===== src/rtl/serial_add_sequencer.sv =====
// Operand queue and load/start/done sequencer in front of the bit-serial adder.
// Supervises each add with a done-timeout and holds the result for downstream.
module serial_add_sequencer #(
   parameter int WIDTH   = 4,
   parameter int DEPTH   = 2,
   parameter int TIMEOUT = 16
) (
   input  logic             clk,
   input  logic             rst,
   input  logic             in_valid,
   output logic             in_ready,
   input  logic [WIDTH-1:0] in_a,
   input  logic [WIDTH-1:0] in_b,
   output logic             add_load,
   output logic             add_start,
   output logic [WIDTH-1:0] add_a,
   output logic [WIDTH-1:0] add_b,
   input  logic [WIDTH:0]   add_sum,
   input  logic             add_done,
   output logic             out_valid,
   input  logic             out_ready,
   output logic [WIDTH:0]   out_sum,
   output logic             out_err,
   output logic             busy
);

   localparam int AW = $clog2(DEPTH);
   localparam int CW = $clog2(TIMEOUT + WIDTH) + 1;

   typedef enum logic [2:0] {
      IDLE,
      LOAD,
      RUN,
      WAIT_DONE,
      HOLD
   } state_t;

   state_t state, state_nx;

   logic [2*WIDTH-1:0] mem [DEPTH];
   logic [AW:0]        wr_ptr, rd_ptr;
   logic               empty, full, push, pop;

   logic [CW-1:0] cnt;
   logic          cnt_clr;
   logic          cap, cap_err;

   // Extra pointer bit distinguishes full from empty when the indices match.
   assign empty = (wr_ptr == rd_ptr);
   assign full  = (wr_ptr[AW] != rd_ptr[AW]) &&
                  (wr_ptr[AW-1:0] == rd_ptr[AW-1:0]);

   assign in_ready = !full;
   assign push     = in_valid && in_ready;
   assign pop      = (state == IDLE) && !empty;

   assign add_load  = (state == LOAD);
   assign add_start = (state == RUN);
   assign out_valid = (state == HOLD);
   assign busy      = (state != IDLE) || !empty;

   always_comb begin
      state_nx = state;
      cnt_clr  = 1'b0;
      cap      = 1'b0;
      cap_err  = 1'b0;
      case (state)
         IDLE: begin
            if (!empty) state_nx = LOAD;
         end
         LOAD: begin
            cnt_clr  = 1'b1;
            state_nx = RUN;
         end
         RUN: begin
            if (add_done) begin
               cap      = 1'b1;
               state_nx = HOLD;
            end else if (cnt == CW'(WIDTH - 1)) begin
               cnt_clr  = 1'b1;
               state_nx = WAIT_DONE;
            end
         end
         WAIT_DONE: begin
            // A done arriving on the last allowed cycle still wins.
            if (add_done) begin
               cap      = 1'b1;
               state_nx = HOLD;
            end else if (cnt == CW'(TIMEOUT - 1)) begin
               cap      = 1'b1;
               cap_err  = 1'b1;
               state_nx = HOLD;
            end
         end
         HOLD: begin
            if (out_ready) state_nx = IDLE;
         end
         default: state_nx = IDLE;
      endcase
   end

   always_ff @(posedge clk) begin
      if (push) mem[wr_ptr[AW-1:0]] <= {in_a, in_b};
   end

   always_ff @(posedge clk) begin
      if (rst) begin
         state   <= IDLE;
         wr_ptr  <= '0;
         rd_ptr  <= '0;
         cnt     <= '0;
         add_a   <= '0;
         add_b   <= '0;
         out_sum <= '0;
         out_err <= 1'b0;
      end else begin
         state <= state_nx;
         cnt   <= cnt_clr ? '0 : cnt + 1'b1;
         if (push) wr_ptr <= wr_ptr + 1'b1;
         if (pop) begin
            rd_ptr         <= rd_ptr + 1'b1;
            {add_a, add_b} <= mem[rd_ptr[AW-1:0]];
         end
         if (cap) begin
            out_sum <= cap_err ? '0 : add_sum;
            out_err <= cap_err;
         end
      end
   end

endmodule


===== config.mk =====
export PLATFORM = sky130hd
export DESIGN_NAME = serial_add_sequencer
export DESIGN_NICKNAME = d
export VERILOG_FILES = /design/src/rtl/serial_add_sequencer.sv
export SDC_FILE = /design/constraint.sdc
export NUM_CORES = 1
export LEC_CHECK = 0
export ABC_AREA = 1
export ABC_CLOCK_PERIOD_IN_PS = 2000
export BUFFER_PORTS_ARGS = -buffer_cell sky130_fd_sc_hd__buf_2
export CAP_MARGIN = 25
export CORE_AREA = 2 2 78 50
export CTS_CLUSTER_DIAMETER = 80
export DETAILED_ROUTE_END_ITERATION = 10
export DIE_AREA = 0 0 80 52
export GPL_TIMING_DRIVEN = 1
export PLACE_DENSITY = 0.75
export SLEW_MARGIN = 15
export SYNTH_ARGS = -nofsm -noshare
export SYNTH_HDL_FRONTEND = slang
export SYNTH_SLANG_ARGS = --single-unit

===== constraint.sdc =====
create_clock -name clk -period 2 [get_ports clk]
set_clock_uncertainty 0.1 [all_clocks]
set_input_delay 0.1 -clock clk [delete_from_list [all_inputs] [get_ports clk]]
set_output_delay 0.1 -clock clk [all_outputs]
set_load 0.1 [all_outputs]

==> flow_summary.yaml <==
synth:
  synth_area_leaders: "dfxtp_1, edfxtp_1, nand2_1"
  synthCells: 196
  synth_flop_cell: "dfxtp_1"
  synthArstFlopShare_pct: 0
  syn_nets: 215
  synth_cell_types: 26
  synth_area_per_cell_um2: 9.10
  yosys.area.top_type: "dfxtp_1"
  yosysWarningCount: 0
  synth_top_area_share_pct: 30.3
  synth-edff-count: 16
  synth.most_common_cell: "nand2_1"
  ys_seq_area_share_pct: 57.3
  ys_ff_latch: 43
  syn_area_um2: 1780
  synthTopCellsByCount: "nand2_1, dfxtp_1, nor2_1, a21oi_1, edfxtp_1"
floorplan:
  dieArea_um2: 4160
  row_count: 17
  fp.dieW_um: 80
  initial_core_util_pct: 51.1
  core-area_um2: 3490
  die_y_um: 52
  pin_count: 37
clocking:
  cts_made_buffers: 5
  clkSinkCount: 43
  clkTransAtPathRegs_ns: 0.07
  htreeDepth: 2
  cts_tree: "done"
  ctsRootBufferMaster: "clkbuf_8"
  clock_latency_ns: 0.29
  cts_buffer_depth: 2
  postCtsHoldBufs: 13
  cts_resized: 0
  post_cts_buffers: 0
detailed_routing:
  drtIter0Drc: 75
  post_drt_wl_per_cell_um: 11.6
  dr.pass1.iters: 4
  top_layer_used: "met4"
  ant_nets: 0
  met3WireLength_um: 219
  dr_wl_met2_mm: 1.38
  wirelength_mm: 3.46
  m1WireLength_mm: 1.83
  vias: 1424
  drcViolationCount: 0
  vias_per_cell: 4.76
critical_path:
  cp.required_ns: 1.84
  criticalPathCategory: "flip-flop to flip-flop"
  end_kind: "flip-flop"
  cpMaxStageDelayCell: "dfxtp_1"
  path_cells: "inv_2 -> nand2_1 -> nand2_2 -> nand3_2 -> nand2_2 -> nor2_2"
  critPathMaxFanout: 9
  critPathLaunchType: "flip-flop"
  max_stage_delay_ns: 0.40
  rrSetupSlack_ns: 0.33
  worstPathArrival_ns: 1.52
  crit_top_cell: "nand2_2"
global_route:
  grt_pass1_vias: 1240
  grt-ovfl-total: 0
  grt_usage_pct: 18.3
  grt_max_degree: 15
  antenna_found_initial: 0
  grt_pass1_wl_mm: 5.62
timing:
  whs_ns: 0.0419
  final_hold_viol_count: 0
  finalSetupViolCount: 0
  tightestPinTransition_ns: 0.497
  timing.final.crit_share_pct: 83.7
  finalCriticalPeriod_ns: 1.67
  slew_headroom_pct: 67.1
  rsz0062_at_grt: "no"
  drv_slew: 0
  timing.fmax_mhz: 598
placed_design:
  dp_hpwl_mm: 2.43
  gp_congestion: 0.803
  io_buffer_count: 36
power:
  seqPwrFrac_pct: 35.9
  peakVddDrop_mv: 0.768
  p_int_mw: 1.66
  p_leak_nw: 0.960
  p_clk_share_pct: 15.7
  p_comb_share_pct: 48.3
  swShare_pct: 48.9
  powerDensity_nw_per_um2: 1440
  p_total_mw: 3.24
  p_switching_mw: 1.58
cells_and_area:
  fillers: 319
  final_nets: 270
  areaGrowthSynthToFinish_pct: 26.0
  layout-drive-gt1-share_pct: 27.8
  diodes: 0
  post-route-util_pct: 64.4
run:
  drv_cap: 0
run_status:
  status: "finished clean"
worst_hold_path:
  hp-class: "primary input to flip-flop"
==> flip-flops by register name (all words and copies together), names as in the netlist <==
signal	flops
add_a	4
add_b	4
cnt	6
mem	16
out_err	1
out_sum	5
rd_ptr	2
state	3
wr_ptr	2
==> critical path: cells and delay by family (launching register included) <==
family,cells,cell delay (ns)
AND/OR/NAND/NOR,5,0.75
flip-flops,1,0.40
buffers and inverters,1,0.08
==> final cells by class <==
class / count / area [µm²] / share of cell area (%)
Tap cell: 47 / 58.8 / 2.62
Sequential cell: 43 / 1020 / 45.5
Clock buffer: 6 / 72.6 / 3.23
Clock inverter: 2 / 7.51 / 0.334
Multi-Input combinational cell: 131 / 668 / 29.7
Timing Repair Buffer: 52 / 348 / 15.5
Inverter: 18 / 70.1 / 3.12
==> layer usage <==
layer | vias up | global-route usage, %
met4 | 0 | 8.47
li1 | 748 | -
met3 | 3 | 4.69
met2 | 41 | 24.3
met5 | - | 0
met1 | 632 | 27.6
==> stage by stage <==
step | TNS, ns | setup WS (ns) | cell area, µm² | cells
floorplan | -0.0442 | -0.00553 | 1790 | 196
global placement | 0 | 0.399 | 2040 | 278
detailed placement | 0 | 0.364 | 2040 | 278
CTS | 0 | 0.322 | 2250 | 299
global route | 0 | 0.172 | 2250 | 299
finish | 0 | 0.326 | 2250 | 299
==> layout by cell type, fill, tap and decap left out, drive strengths merged <==
cell / n
inv: 18
ha: 1
nor3: 2
clkinv: 2
dfxtp: 27
nand3: 10
xor2: 3
xnor2: 1
o21ai: 9
buf: 39
edfxtp: 16
clkbuf: 6
nand2: 52
o22ai: 1
a21oi: 17
nor2: 29
dlygate4sd3: 13
or2: 1
mux2i: 5
==> worst paths after layout <==
kind / from / to / cells past startpoint
worst min register to register: cnt[0]$_SDFF_PP0_ / cnt[0]$_SDFF_PP0_ / 1
worst max-delay path: wr_ptr[0]$_SDFFE_PP0N_ / mem[1][1]$_DFFE_PP_ / 6
worst max register to register: wr_ptr[0]$_SDFFE_PP0N_ / mem[1][1]$_DFFE_PP_ / 6
worst min-delay path: in_valid / wr_ptr[0]$_SDFFE_PP0N_ / 3
==> logic make-up after synthesis <==
family,share of synthesized area [%]
AO/OA/AOI/OAI,8.28
AND/OR/NAND/NOR,23.2
multiplexers,2.81
buffers and inverters,5.82
flip-flops,57.3
adder cells (fa/ha/maj),0.702
XOR/XNOR,1.97
==> power groups by stage <==
stage	clock network [mW]	registers, mW	logic [mW]
final	0.510	1.16	1.56
after global routing	0.565	1.18	1.67
after CTS	0.529	1.16	1.57
after detailed placement	0	1.18	1.54
after global placement	0	1.18	1.54
after floorplan	0	1.62	0.865
(Power assumes the default switching activity.)
